### src/rtl/daq_wb_master.sv
// Wishbone B3 classic single-transfer master fed by the DAQ file state machine.
// Optional macro DAQ_WB_TIMEOUT_EN adds a termination timeout and the bus_timeout flag.
module daq_wb_master #(
    parameter int dw             = 32,
    parameter int aw             = 32,
    parameter int TIMEOUT_CYCLES = 256
) (
    input  logic          wb_clk,
    input  logic          wb_rst,
    input  logic          start,
    input  logic [aw-1:0] address,
    input  logic [3:0]    selection,
    input  logic          write,
    input  logic [dw-1:0] data_wr,
    output logic [dw-1:0] data_rd,
    output logic          active,
    output logic          bus_error,
    output logic [aw-1:0] wb_adr_o,
    output logic [dw-1:0] wb_dat_o,
    output logic [3:0]    wb_sel_o,
    output logic          wb_we_o,
    output logic          wb_cyc_o,
    output logic          wb_stb_o,
    input  logic [dw-1:0] wb_dat_i,
    input  logic          wb_ack_i,
    input  logic          wb_err_i,
    output logic          bus_timeout
);

    typedef enum logic {IDLE, BUS} state_t;

    if (TIMEOUT_CYCLES < 2) begin : g_param_check
        $error("TIMEOUT_CYCLES must be >= 2");
    end

    state_t        state_q, state_d;
    logic          armed_q, armed_d;
    logic          cyc_q, cyc_d;
    logic          we_q, we_d;
    logic          berr_q, berr_d;
    logic [aw-1:0] adr_q, adr_d;
    logic [dw-1:0] dat_q, dat_d;
    logic [3:0]    sel_q, sel_d;
    logic [dw-1:0] rd_q, rd_d;

`ifdef DAQ_WB_TIMEOUT_EN
    localparam int CW = $clog2(TIMEOUT_CYCLES + 1);
    logic [CW-1:0] cnt_q, cnt_d;
    logic          tmo_q, tmo_d;
`endif

    always_comb begin
        state_d = state_q;
        // Re-arms on any low sample of start; the stale level of the last request stays inert.
        armed_d = armed_q | ~start;
        cyc_d   = cyc_q;
        we_d    = we_q;
        berr_d  = berr_q;
        adr_d   = adr_q;
        dat_d   = dat_q;
        sel_d   = sel_q;
        rd_d    = rd_q;
`ifdef DAQ_WB_TIMEOUT_EN
        cnt_d   = cnt_q;
        tmo_d   = tmo_q;
`endif
        case (state_q)
            IDLE: begin
                if (start && armed_q) begin
                    adr_d   = address;
                    sel_d   = selection;
                    we_d    = write;
                    dat_d   = write ? data_wr : '0;
                    cyc_d   = 1'b1;
                    armed_d = 1'b0;
                    state_d = BUS;
`ifdef DAQ_WB_TIMEOUT_EN
                    cnt_d   = '0;
`endif
                end
            end
            BUS: begin
                // err outranks ack when both arrive together.
                if (wb_err_i) begin
                    berr_d  = 1'b1;
                    if (!we_q) rd_d = '0;
                    cyc_d   = 1'b0;
                    we_d    = 1'b0;
                    state_d = IDLE;
                end else if (wb_ack_i) begin
                    if (!we_q) rd_d = wb_dat_i;
                    cyc_d   = 1'b0;
                    we_d    = 1'b0;
                    state_d = IDLE;
`ifdef DAQ_WB_TIMEOUT_EN
                end else if (cnt_q == CW'(TIMEOUT_CYCLES - 1)) begin
                    berr_d  = 1'b1;
                    tmo_d   = 1'b1;
                    if (!we_q) rd_d = '0;
                    cyc_d   = 1'b0;
                    we_d    = 1'b0;
                    state_d = IDLE;
                end else begin
                    cnt_d   = cnt_q + CW'(1);
`endif
                end
            end
            default: state_d = IDLE;
        endcase
    end

    always_ff @(posedge wb_clk) begin
        if (wb_rst) begin
            state_q <= IDLE;
            armed_q <= 1'b0;
            cyc_q   <= 1'b0;
            we_q    <= 1'b0;
            berr_q  <= 1'b0;
            adr_q   <= '0;
            dat_q   <= '0;
            sel_q   <= '0;
            rd_q    <= '0;
`ifdef DAQ_WB_TIMEOUT_EN
            cnt_q   <= '0;
            tmo_q   <= 1'b0;
`endif
        end else begin
            state_q <= state_d;
            armed_q <= armed_d;
            cyc_q   <= cyc_d;
            we_q    <= we_d;
            berr_q  <= berr_d;
            adr_q   <= adr_d;
            dat_q   <= dat_d;
            sel_q   <= sel_d;
            rd_q    <= rd_d;
`ifdef DAQ_WB_TIMEOUT_EN
            cnt_q   <= cnt_d;
            tmo_q   <= tmo_d;
`endif
        end
    end

    assign active    = cyc_q;
    assign wb_cyc_o  = cyc_q;
    assign wb_stb_o  = cyc_q;
    assign wb_we_o   = we_q;
    assign wb_adr_o  = adr_q;
    assign wb_dat_o  = dat_q;
    assign wb_sel_o  = sel_q;
    assign data_rd   = rd_q;
    assign bus_error = berr_q;
`ifdef DAQ_WB_TIMEOUT_EN
    assign bus_timeout = tmo_q;
`else
    assign bus_timeout = 1'b0;
`endif

endmodule

### config.mk
export PLATFORM = sky130hd
export DESIGN_NAME = daq_wb_master
export DESIGN_NICKNAME = d
export VERILOG_FILES = /design/src/rtl/daq_wb_master.sv
export SDC_FILE = /design/constraint.sdc
export NUM_CORES = 1
export LEC_CHECK = 0
export ABC_AREA = 1
export BUFFER_PORTS_ARGS = -buffer_cell sky130_fd_sc_hd__buf_4
export CELL_PAD_IN_SITES_DETAIL_PLACEMENT = 0
export CELL_PAD_IN_SITES_GLOBAL_PLACEMENT = 1
export CORE_MARGIN = 2
export CORE_UTILIZATION = 25
export CTS_CLUSTER_SIZE = 14
export DETAILED_ROUTE_END_ITERATION = 7
export PLACE_DENSITY_LB_ADDON = 0.1
export SLEW_MARGIN = 20
export SYNTH_ARGS = -nofsm -noshare
export SYNTH_HDL_FRONTEND = slang
export SYNTH_SLANG_ARGS = --single-unit
### constraint.sdc
create_clock -name wb_clk -period 3 [get_ports wb_clk]
set_input_delay 0.75 -clock wb_clk [delete_from_list [all_inputs] [get_ports wb_clk]]
set_output_delay 0.75 -clock wb_clk [all_outputs]
set_load 0.1 [all_outputs]
Word-level counts from Yosys, hierarchy flattened

Index checks and enable logic that the tools add are counted.

Equality and inequality tests: 2
Muxes and demuxes: 17
Bitwise gates (word level): 4
Reductions and logical operators: 6

Operator list:

| kind               | number |
|---|---|
| $mux 32            | 5 |
| $mux 1             | 9 |
| $pmux 1 s2         | 3 |
| $reduce_and 2->1   | 3 |
| $ne 3x3->1 const B | 1 |
| $not 1->1          | 3 |
| $reduce_and 3->1   | 1 |
| $ne 2x2->1 const B | 1 |
| $reduce_bool 2->1  | 1 |
| $logic_and 1x1->1  | 1 |
| $or 1x1->1         | 1 |

Register bits after elaboration: 105
Input port bits: 106
Output and inout bits: 106

Depth between registers and ports, before layout

Gate-level depths: netlist (run 1).

Depth after elaboration: 4
Gate-level depth with buffers: 8

Worst setup path after synthesis (run 1)

OpenSTA, ideal clock, no wires.

Path type: reg2out
Start point: register cyc_q (netlist: active)
End point: output wb_cyc_o
Data arrival time: 1392 ps
Slack: 858 ps
Cell stages (with the launch flop): 2
Path buffers: 1
Cells stage by stage: dfxtp_1 buf_4

RTL lines:

| what                     | line | text |
|---|---|---|
| start: declaration       | 38   | `logic cyc_q, cyc_d;` |
| start signal: assignment | 130  | `cyc_q <= cyc_d;` |
| end: declaration         | 22   | `output logic wb_cyc_o,` |

No word-level cell between the ends.

Worst setup path after layout (run 1)

Start point: register cyc_q (netlist: active)
End point: output wb_stb_o

RTL lines:

| what             | line | text |
|---|---|---|
| end: declaration | 23   | `output logic wb_stb_o,` |

No word-level cell between the ends.

==> results.ini, run 1 <==
[min_path]
whs_path_depth = 2
whs_endpoint = wb_dat_o[23]
hp-start = wb_dat_o[23]
min_path_type = reg -> reg

[setup_path]
crit_arrival_ps = 1070
cpMaxStageDelayCell = dfxtp_1
critPathBufInv = 1
critPathKind = reg -> out
worstPathMaxFanout = 4
critPathTopFamily = flip-flops
reg2reg_depth = 4
r2r-start = state_q
rrSetupSlack_ps = 1480
cp-end-kind = output port
path_cells = buf_4
required_ps = 2250
crit_path_max_incr_delay_ps = 410
start_kind = flop
reg2reg_to = data_rd[9]

[power_and_ir_drop]
leakage_nw = 3.09
p_total_mw = 3.48
intPower_mw = 2.27
p_comb_frac = 0.255
clkPwrFrac = 0.316
swShare = 0.348
p_switching_mw = 1.21
sequentialPowerShare = 0.429
max-vdd-ir-drop_uv = 234
powerDensity_nw_per_um2 = 565

[global_route]
gr-total-overflow = 0
antenna_found_initial = 0
grt_pass1_vias = 3970
gr-usage-all-layers = 0.145
grt_pass1_wl_um = 20400
grt_max_degree = 50

[sta]
setup_violations = 0
finClkSkew_ps = 3.78
min_period_over_period = 0.608
max_freq_ghz = 0.548
drv_slew = 0
hold_viol = 0
min_period_ps = 1820
finalSetupTns_ps = 0
relSlewSlack = 0.648
rsz0062_at_grt = false
setup_slack_ps = 1180
worst_pin_slew_ps = 529

[drt]
routed_wl_um = 12600
detail-route-antenna-nets = 0
drt_iter0_drc = 194
vias_per_cell = 4.05
num_vias = 4089
first_pass_iters = 4
routedWlPerCell_um = 12.5
drcViolationCount = 0

[place]
place.detailed.hpwl_um = 9050
post_dp_cell_area_sq_um = 5890
post-place-ws_ps = 953
io_buffers = 210
gp_congestion = 0.701

[logic_synthesis]
syn_area_per_cell_sq_um = 6.93
netlist_instances = 598
yosysMostFrequentCell = nor2_1
synth_warnings = 0
synthFlopType = dfxtp_1
synth.top_cells.by_area = dfxtp_1, nor2_1, nand2_1
synthesis.area_sq_um = 4140
synth_top_area_frac = 0.507
yosys.area.top_type = dfxtp_1
ys_types = 16
synth_enable_flop_cells = 0
async_flop_share = 0
yosysSeqAreaShare = 0.507
synth-seq-cells = 105
synth_commonest_cells = nor2_1, dfxtp_1, nand2_1
synth_fp_nets = 704

[cells_and_area]
fin_nets = 892
diodes = 0
syn2layout_area_growth_pct = 48.6
design_area_sq_um = 6160
drive_gt1_frac = 0.300
nFillCells = 1790

[outcome]
status = finished, final reports clean

[floorplanning]
core_sq_um = 16400
die_w_um = 133
row_count = 47
start_util = 0.252
die_y_um = 133
ios = 212
die_area_sq_um = 17600

[clocking]
cts_buffer_depth = 2
postCtsHoldBufs = 0
cts.sinks = 105
path_clk_slew_ps = 70
cts_buffers = 9
post_cts_buffers = 0
htree_levels = 3
cts_resized = 0
clk_latency_ps = 350
cts_root_buf = clkbuf_16
cts_tree = yes

[run]
maxCapViolCount = 0

## area by class of cell
cell class / count / area, sq um / area share
clock inverters: 3 / 17.5 / 0.00285
inverters: 69 / 259 / 0.0421
flip-flops and latches: 105 / 2100 / 0.341
repair buffers: 219 / 1670 / 0.271
well taps: 220 / 275 / 0.0447
multi-input cells: 382 / 1590 / 0.258
clock buffers: 12 / 246 / 0.0400
## cell families after synthesis
logic type | count (synthesis) | share of synthesized area
AO/OA/AOI/OAI | 73 | 0.0882
buffers and inverters | 111 | 0.111
flip-flops | 105 | 0.507
other | 1 | 0.000905
AND/OR/NAND/NOR | 308 | 0.293
## worst register-to-register path: stages, from the launching register on
cell     delay [ps]
dfxtp_1         490
nand3_2         420
buf_12          340
nor2_1          120
nor2_1           50
## stage by stage
step / instances / util / hold slack [ps]
floorplan: 598 / - / 466
global placement: 995 / 0.359 / 454
detailed placement: 995 / 0.359 / 460
CTS: 1010 / 0.375 / 472
global route: 1010 / 0.375 / 491
finish: 1010 / 0.375 / 469
## worst max path at each step
| stage | from | endpoint | slack [ps] | depth (start not counted) |
|---|---|---|---|---|
| floorplan | active | wb_cyc_o | 860 | 1 |
| global placement | wb_rst | wb_adr_o[25] | 980 | 5 |
| detailed placement | wb_rst | wb_adr_o[27] | 950 | 5 |
| CTS | active | wb_stb_o | 1140 | 1 |
| global route | active | wb_stb_o | 1140 | 1 |
| finish | active | wb_stb_o | 1180 | 1 |
## cells in the final DEF (no fill, tap or decap)
master / n
buf_12: 2
inv_1: 67
buf_4: 217
conb_1: 1
a21oi_1: 36
nor2_4: 1
clkbuf_1: 2
dfxtp_1: 105
clkbuf_16: 9
nor2_1: 171
clkbuf_8: 1
nand2_1: 101
clkinvlp_4: 1
nand3_2: 2
nand3_1: 33
o21ai_0: 37
inv_2: 2
clkinv_2: 2
## power groups by stage
| stage | clock network [mW] | logic [mW] | registers, mW |
|---|---|---|---|
| 5_1_grt | 1.20 | 0.944 | 1.50 |
| 3_3_place_gp | 0 | 0.893 | 1.52 |
| 3_5_place_dp | 0 | 0.895 | 1.53 |
| 4_1_cts | 1.15 | 0.896 | 1.49 |
| 6_report | 1.10 | 0.888 | 1.49 |
| 2_1_floorplan | 0 | 0.200 | 1.97 |
## flip-flops by register name, indices dropped and copies added, names as in the netlist
| signal | count |
|---|---|
| data_rd | 32 |
| bus_error | 1 |
| state_q | 1 |
| wb_sel_o | 4 |
| wb_adr_o | 32 |
| active | 1 |
| wb_we_o | 1 |
| armed_q | 1 |
| wb_dat_o | 32 |
## layer usage
layer / vias to the layer above / track usage / wire length (um)
li1: 2179 / - / -
met5: - / 0 / 0
met3: 15 / 0.0444 / 912
met1: 1768 / 0.176 / 5500
met4: 0 / 0.0645 / 272
met2: 127 / 0.235 / 5950
No activity file was read; power rests on OpenSTA's default activity.
==> inputs of run 2 (changes only) <==
- clock period: 3 -> 1.64 ns (I/O delays scaled with it)
==> run 2 against run 1 <==
  * Register-to-register slack worse by 1100 ps
  * Non-clock buffer count increased by 1
  * First-iteration DRC count down 29%
  * Utilization increased by 0.34 points
  * Cell count increased by 0.20%
  * Worst hold slack worse by 210 ps
  * Routed wire length grew 0.99%
  * Worst setup slack lost 960 ps
  * Highest routed layer unchanged
  * Flip-flop and latch count unchanged
  * Die area unchanged
  * Global-route usage fell by 0.15 points
==> results.ini, run 2 (synthesis results as in run 1) <==
[setup_path]
crit_arrival_ps = 1010  ; -60 ps
cpMaxStageDelayCell = dfxtp_2
critPathTopFamily = flip-flops
start_kind = flop
cp-end-kind = output port
critPathBufInv = 1  ; unchanged
worstPathMaxFanout = 4  ; unchanged
crit_path_max_incr_delay_ps = 370  ; -40 ps
path_cells = buf_4
critPathKind = reg -> out
required_ps = 1230  ; -1020 ps
rrSetupSlack_ps = 340  ; -1140 ps

[sta]
max_freq_ghz = 0.703
hold_viol = 0  ; unchanged
min_period_ps = 1420
rsz0062_at_grt = false
finClkSkew_ps = 5.53  ; +1.75 ps
min_period_over_period = 0.868
setup_violations = 0  ; unchanged
finalSetupTns_ps = 0  ; unchanged
drv_slew = 0  ; unchanged

[cells_and_area]
final_cell_mix = buf_4, nor2_1, dfxtp_1
design_area_sq_um = 6210  ; +0.91%
fin_nets = 893  ; +0.11%
nFillCells = 1799  ; +0.50%
final_cells = 1012  ; +0.20%
layout.cells.most_common = buf_4
drive_gt1_frac = 0.305  ; +0.00468
utilization = 0.379  ; +0.00343
syn2layout_area_growth_pct = 50.0

[floorplanning]
die_area_sq_um = 17600  ; unchanged
ios = 212  ; unchanged
die_y_um = 133  ; unchanged
start_util = 0.252  ; unchanged
row_count = 47  ; unchanged
core_sq_um = 16400  ; unchanged
die_w_um = 133  ; unchanged

[global_route]
grt_pass1_wl_um = 20100  ; -1.4%
use_met2 = 0.237  ; +0.00259
antenna_found_initial = 1  ; +1
top_usage_layer = met2
grt_max_degree = 65  ; +30%
met1_usage = 0.170  ; -0.00612
grt_pass1_vias = 3968  ; -0.050%
gr-total-overflow = 0  ; unchanged
grt_use_met3 = 0.0483  ; +0.00383
gr-usage-all-layers = 0.143  ; -0.00149

[drt]
vias_per_cell = 4.10  ; +1.2%
detail-route-antenna-nets = 0  ; unchanged
drt_iter0_drc = 137  ; -29%
first_pass_iters = 5  ; +1
routed_wl_um = 12800  ; +0.99%
drcViolationCount = 0  ; unchanged
routedWlPerCell_um = 12.6  ; +0.79%
num_vias = 4146  ; +1.4%

[outcome]
status = finished, final reports clean

[clocking]
postCtsHoldBufs = 0  ; unchanged
post_cts_buffers = 0  ; unchanged
htree_levels = 3  ; unchanged
cts_tree = yes
clk_latency_ps = 350  ; about the same
cts_buffers = 9  ; unchanged
cts_buffer_depth = 2  ; unchanged
cts_root_buf = clkbuf_16
cts.sinks = 105  ; unchanged
cts_resized = 0  ; unchanged
path_clk_slew_ps = 70  ; about the same

[place]
post_dp_cell_area_sq_um = 5930  ; +0.59%
dp_cells = 996  ; +0.10%
io_buffers = 210  ; unchanged
place.detailed.hpwl_um = 9110  ; +0.65%
gp_congestion = 0.716  ; +2.1%

[min_path]
min_path_type = in -> reg

[run]
maxCapViolCount = 0  ; unchanged

[power_and_ir_drop]
p_total_mw = 6.45  ; +85%
leakage_nw = 3.11  ; +0.73%
powerDensity_nw_per_um2 = 1040  ; +84%
max-vdd-ir-drop_uv = 461  ; +97%

-- run 2: worst paths after layout --
check / start / to / cells past startpoint
max: active / wb_cyc_o / 1
min: start / armed_q / 2
max reg2reg: state_q / wb_we_o / 5
min reg2reg: bus_error / bus_error / 2
-- run 2: power by group --
group / internal [mW] / switching (mW)
Sequential: 2.67 / 0.0661
Clock: 1.15 / 0.932
Combinational: 0.435 / 1.20
-- run 2: per-stage QoR --
| step | setup slack [ps] | hold WS, ps |
|---|---|---|
| floorplan | 187 | 466 |
| global placement | 303 | 453 |
| detailed placement | 265 | 456 |
| CTS | 188 | 251 |
| global route | 188 | 259 |
| finish | 217 | 262 |
-- run 2: per-layer routing --
| layer | vias to the layer above | wire length, um |
|---|---|---|
| met5 | - | 0 |
| met4 | 0 | 226 |
| met3 | 13 | 1020 |
| met2 | 129 | 5980 |
| met1 | 1824 | 5540 |
| li1 | 2180 | - |
-- run 2: area by class of cell --
type	count	area (sq um)	area share
tap	220	275	0.0443
multi-input combinational	382	1590	0.255
inverter	69	259	0.0417
clock buffer	13	270	0.0435
clock inverter	2	12.5	0.00201
timing repair buffer	220	1700	0.274
sequential	105	2100	0.339
antenna	1	2.50	0.000403
==> inputs of run 3 (changes only) <==
--- a/config.mk
+++ b/config.mk
@@ -12,4 +12,5 @@
 export CORE_MARGIN = 2
 export CORE_UTILIZATION = 25
+export CTS_CLUSTER_DIAMETER = 200
 export CTS_CLUSTER_SIZE = 14
 export DETAILED_ROUTE_END_ITERATION = 7
==> constraint.sdc (replaced) <==
create_clock -name wb_clk -period 1.64 [get_ports wb_clk]
set_input_delay 0.328 -clock wb_clk [delete_from_list [all_inputs] [get_ports wb_clk]]
set_output_delay 0.328 -clock wb_clk [all_outputs]
set_load 0.1 [all_outputs]
==> run 3 against run 2 <==
  * Critical path depth unchanged
  * Combinational power about the same
  * Clock skew increased by 1.2 ps
  * Clock-buffer cell count decreased by 2
  * First-iteration DRC count increased by 26%
  * Utilization increased by 0.32 points
  * Worst hold slack got worse by 82 ps
  * Sequential share of layout area decreased by 0.28 points
  * Final area increased by 0.85%
  * Flip-flop and latch count unchanged
==> results.ini, run 3 (synthesis results as in run 1) <==
[cells_and_area]
utilization = 0.382  ; +0.00320
final_cell_mix = buf_4, nor2_1, dfxtp_1
drive_gt1_frac = 0.305  ; unchanged
diodes = 0  ; -1
layout.cells.most_common = buf_4
fin_nets = 892  ; -0.11%
syn2layout_area_growth_pct = 51.2

[global_route]
gr-usage-all-layers = 0.147  ; +0.00403
gr-total-overflow = 0  ; unchanged
grt_pass1_vias = 4100  ; +3.3%
antenna_found_initial = 0  ; -1
grt_pass1_wl_um = 20600  ; +2.6%
grt_max_degree = 69  ; +6.2%

[clocking]
cts.sinks = 105  ; unchanged
htree_levels = 3  ; unchanged
cts_buffers = 9  ; unchanged
cts_buffer_depth = 2  ; unchanged
cts_tree = yes
clk_latency_ps = 350  ; about the same
cts_resized = 0  ; unchanged
postCtsHoldBufs = 0  ; unchanged
cts_root_buf = clkbuf_16
post_cts_buffers = 0  ; unchanged
path_clk_slew_ps = 70  ; about the same

[sta]
min_period_ps = 1350  ; -70.7 ps
hold_viol = 0  ; unchanged
setup_violations = 0  ; unchanged
max_freq_ghz = 0.740  ; +5.2%
min_period_over_period = 0.824  ; -0.0431
rsz0062_at_grt = false
finClkSkew_ps = 6.78  ; +1.25 ps
finalSetupTns_ps = 0  ; unchanged
drv_slew = 0  ; unchanged

[min_path]
min_path_type = in -> reg

[place]
io_buffers = 210  ; unchanged
place.detailed.hpwl_um = 8960  ; -1.6%
gp_congestion = 0.721  ; +0.75%

[drt]
first_pass_iters = 4  ; -1
drcViolationCount = 0  ; unchanged
vias_per_cell = 4.13  ; +0.87%
drt_iter0_drc = 172  ; +26%
detail-route-antenna-nets = 0  ; unchanged
routed_wl_um = 12900  ; +1.0%
num_vias = 4178  ; +0.77%
routedWlPerCell_um = 12.7  ; +1.1%

[power_and_ir_drop]
leakage_nw = 3.14  ; +0.73%
max-vdd-ir-drop_uv = 600  ; +30%
powerDensity_nw_per_um2 = 1100  ; +5.6%

[outcome]
status = finished, final reports clean

[setup_path]
path_cells = buf_4
cpMaxStageDelayCell = dfxtp_2
crit_arrival_ps = 1020  ; about the same
worstPathMaxFanout = 4  ; unchanged
critPathBufInv = 1  ; unchanged
crit_path_max_incr_delay_ps = 370  ; about the same
critPathTopFamily = flip-flops
required_ps = 1310  ; +80 ps
critPathKind = reg -> out
start_kind = flop
cp-end-kind = output port

[floorplanning]
start_util = 0.252  ; unchanged
die_y_um = 133  ; unchanged
row_count = 47  ; unchanged
die_area_sq_um = 17600  ; unchanged
ios = 212  ; unchanged
die_w_um = 133  ; unchanged
core_sq_um = 16400  ; unchanged

[run]
maxCapViolCount = 0  ; unchanged

run 3: cell types whose count changed in the layout (fill, tap and decap cells not counted):
cell,delta
diode_2,-1
bufinv_16,+3
clkbuf_8,-2
buf_4,-1
run 3: final timing paths:
path,start,endpoint,slack [ps],cells after the start
worst max register to register,armed_q,wb_dat_o[28],340,5
worst min-delay path,start,armed_q,180,2
worst min register to register,wb_dat_o[9],wb_dat_o[9],470,2
worst max-delay path,active,wb_stb_o,290,1
run 3: cell type report:
type | count | area (sq um)
well taps | 220 | 275
multi-input cells | 382 | 1590
clock inverters | 5 | 103
inverters | 69 | 259
fillers | 1786 | 10100
repair buffers | 219 | 1690
flip-flops and latches | 105 | 2100
clock buffers | 11 | 243
run 3: report_power, final:
group          switching [mW]  internal [mW]  leakage, nW
combinational            1.21          0.434         2.11
clock                   0.964           1.53        0.166
sequential             0.0649           2.67        0.855
total                    2.23           4.63         3.14
run 3: per-layer routing:
layer / wire length, um / vias up / track usage
met3: 1100 / 15 / 0.0628
met5: 0 / - / 0
met4: 222 / 0 / 0.0454
li1: - / 2177 / -
met2: 6130 / 136 / 0.246
met1: 5430 / 1850 / 0.170
run 3: per-stage QoR:
stage | hold slack, ps | total power, mW | instances | cell area (sq um) | worst slack, ps
final | 181 | 6.87 | 1011 | 6260 | 288
after global routing | 177 | 7.18 | 1011 | 6260 | 191
after CTS | 168 | 6.98 | 1011 | 6260 | 251
after detailed placement | 459 | 4.44 | 995 | 5920 | 295
after global placement | 453 | 4.43 | 995 | 5920 | 339
after floorplan | 424 | 3.96 | 598 | 4150 | 269
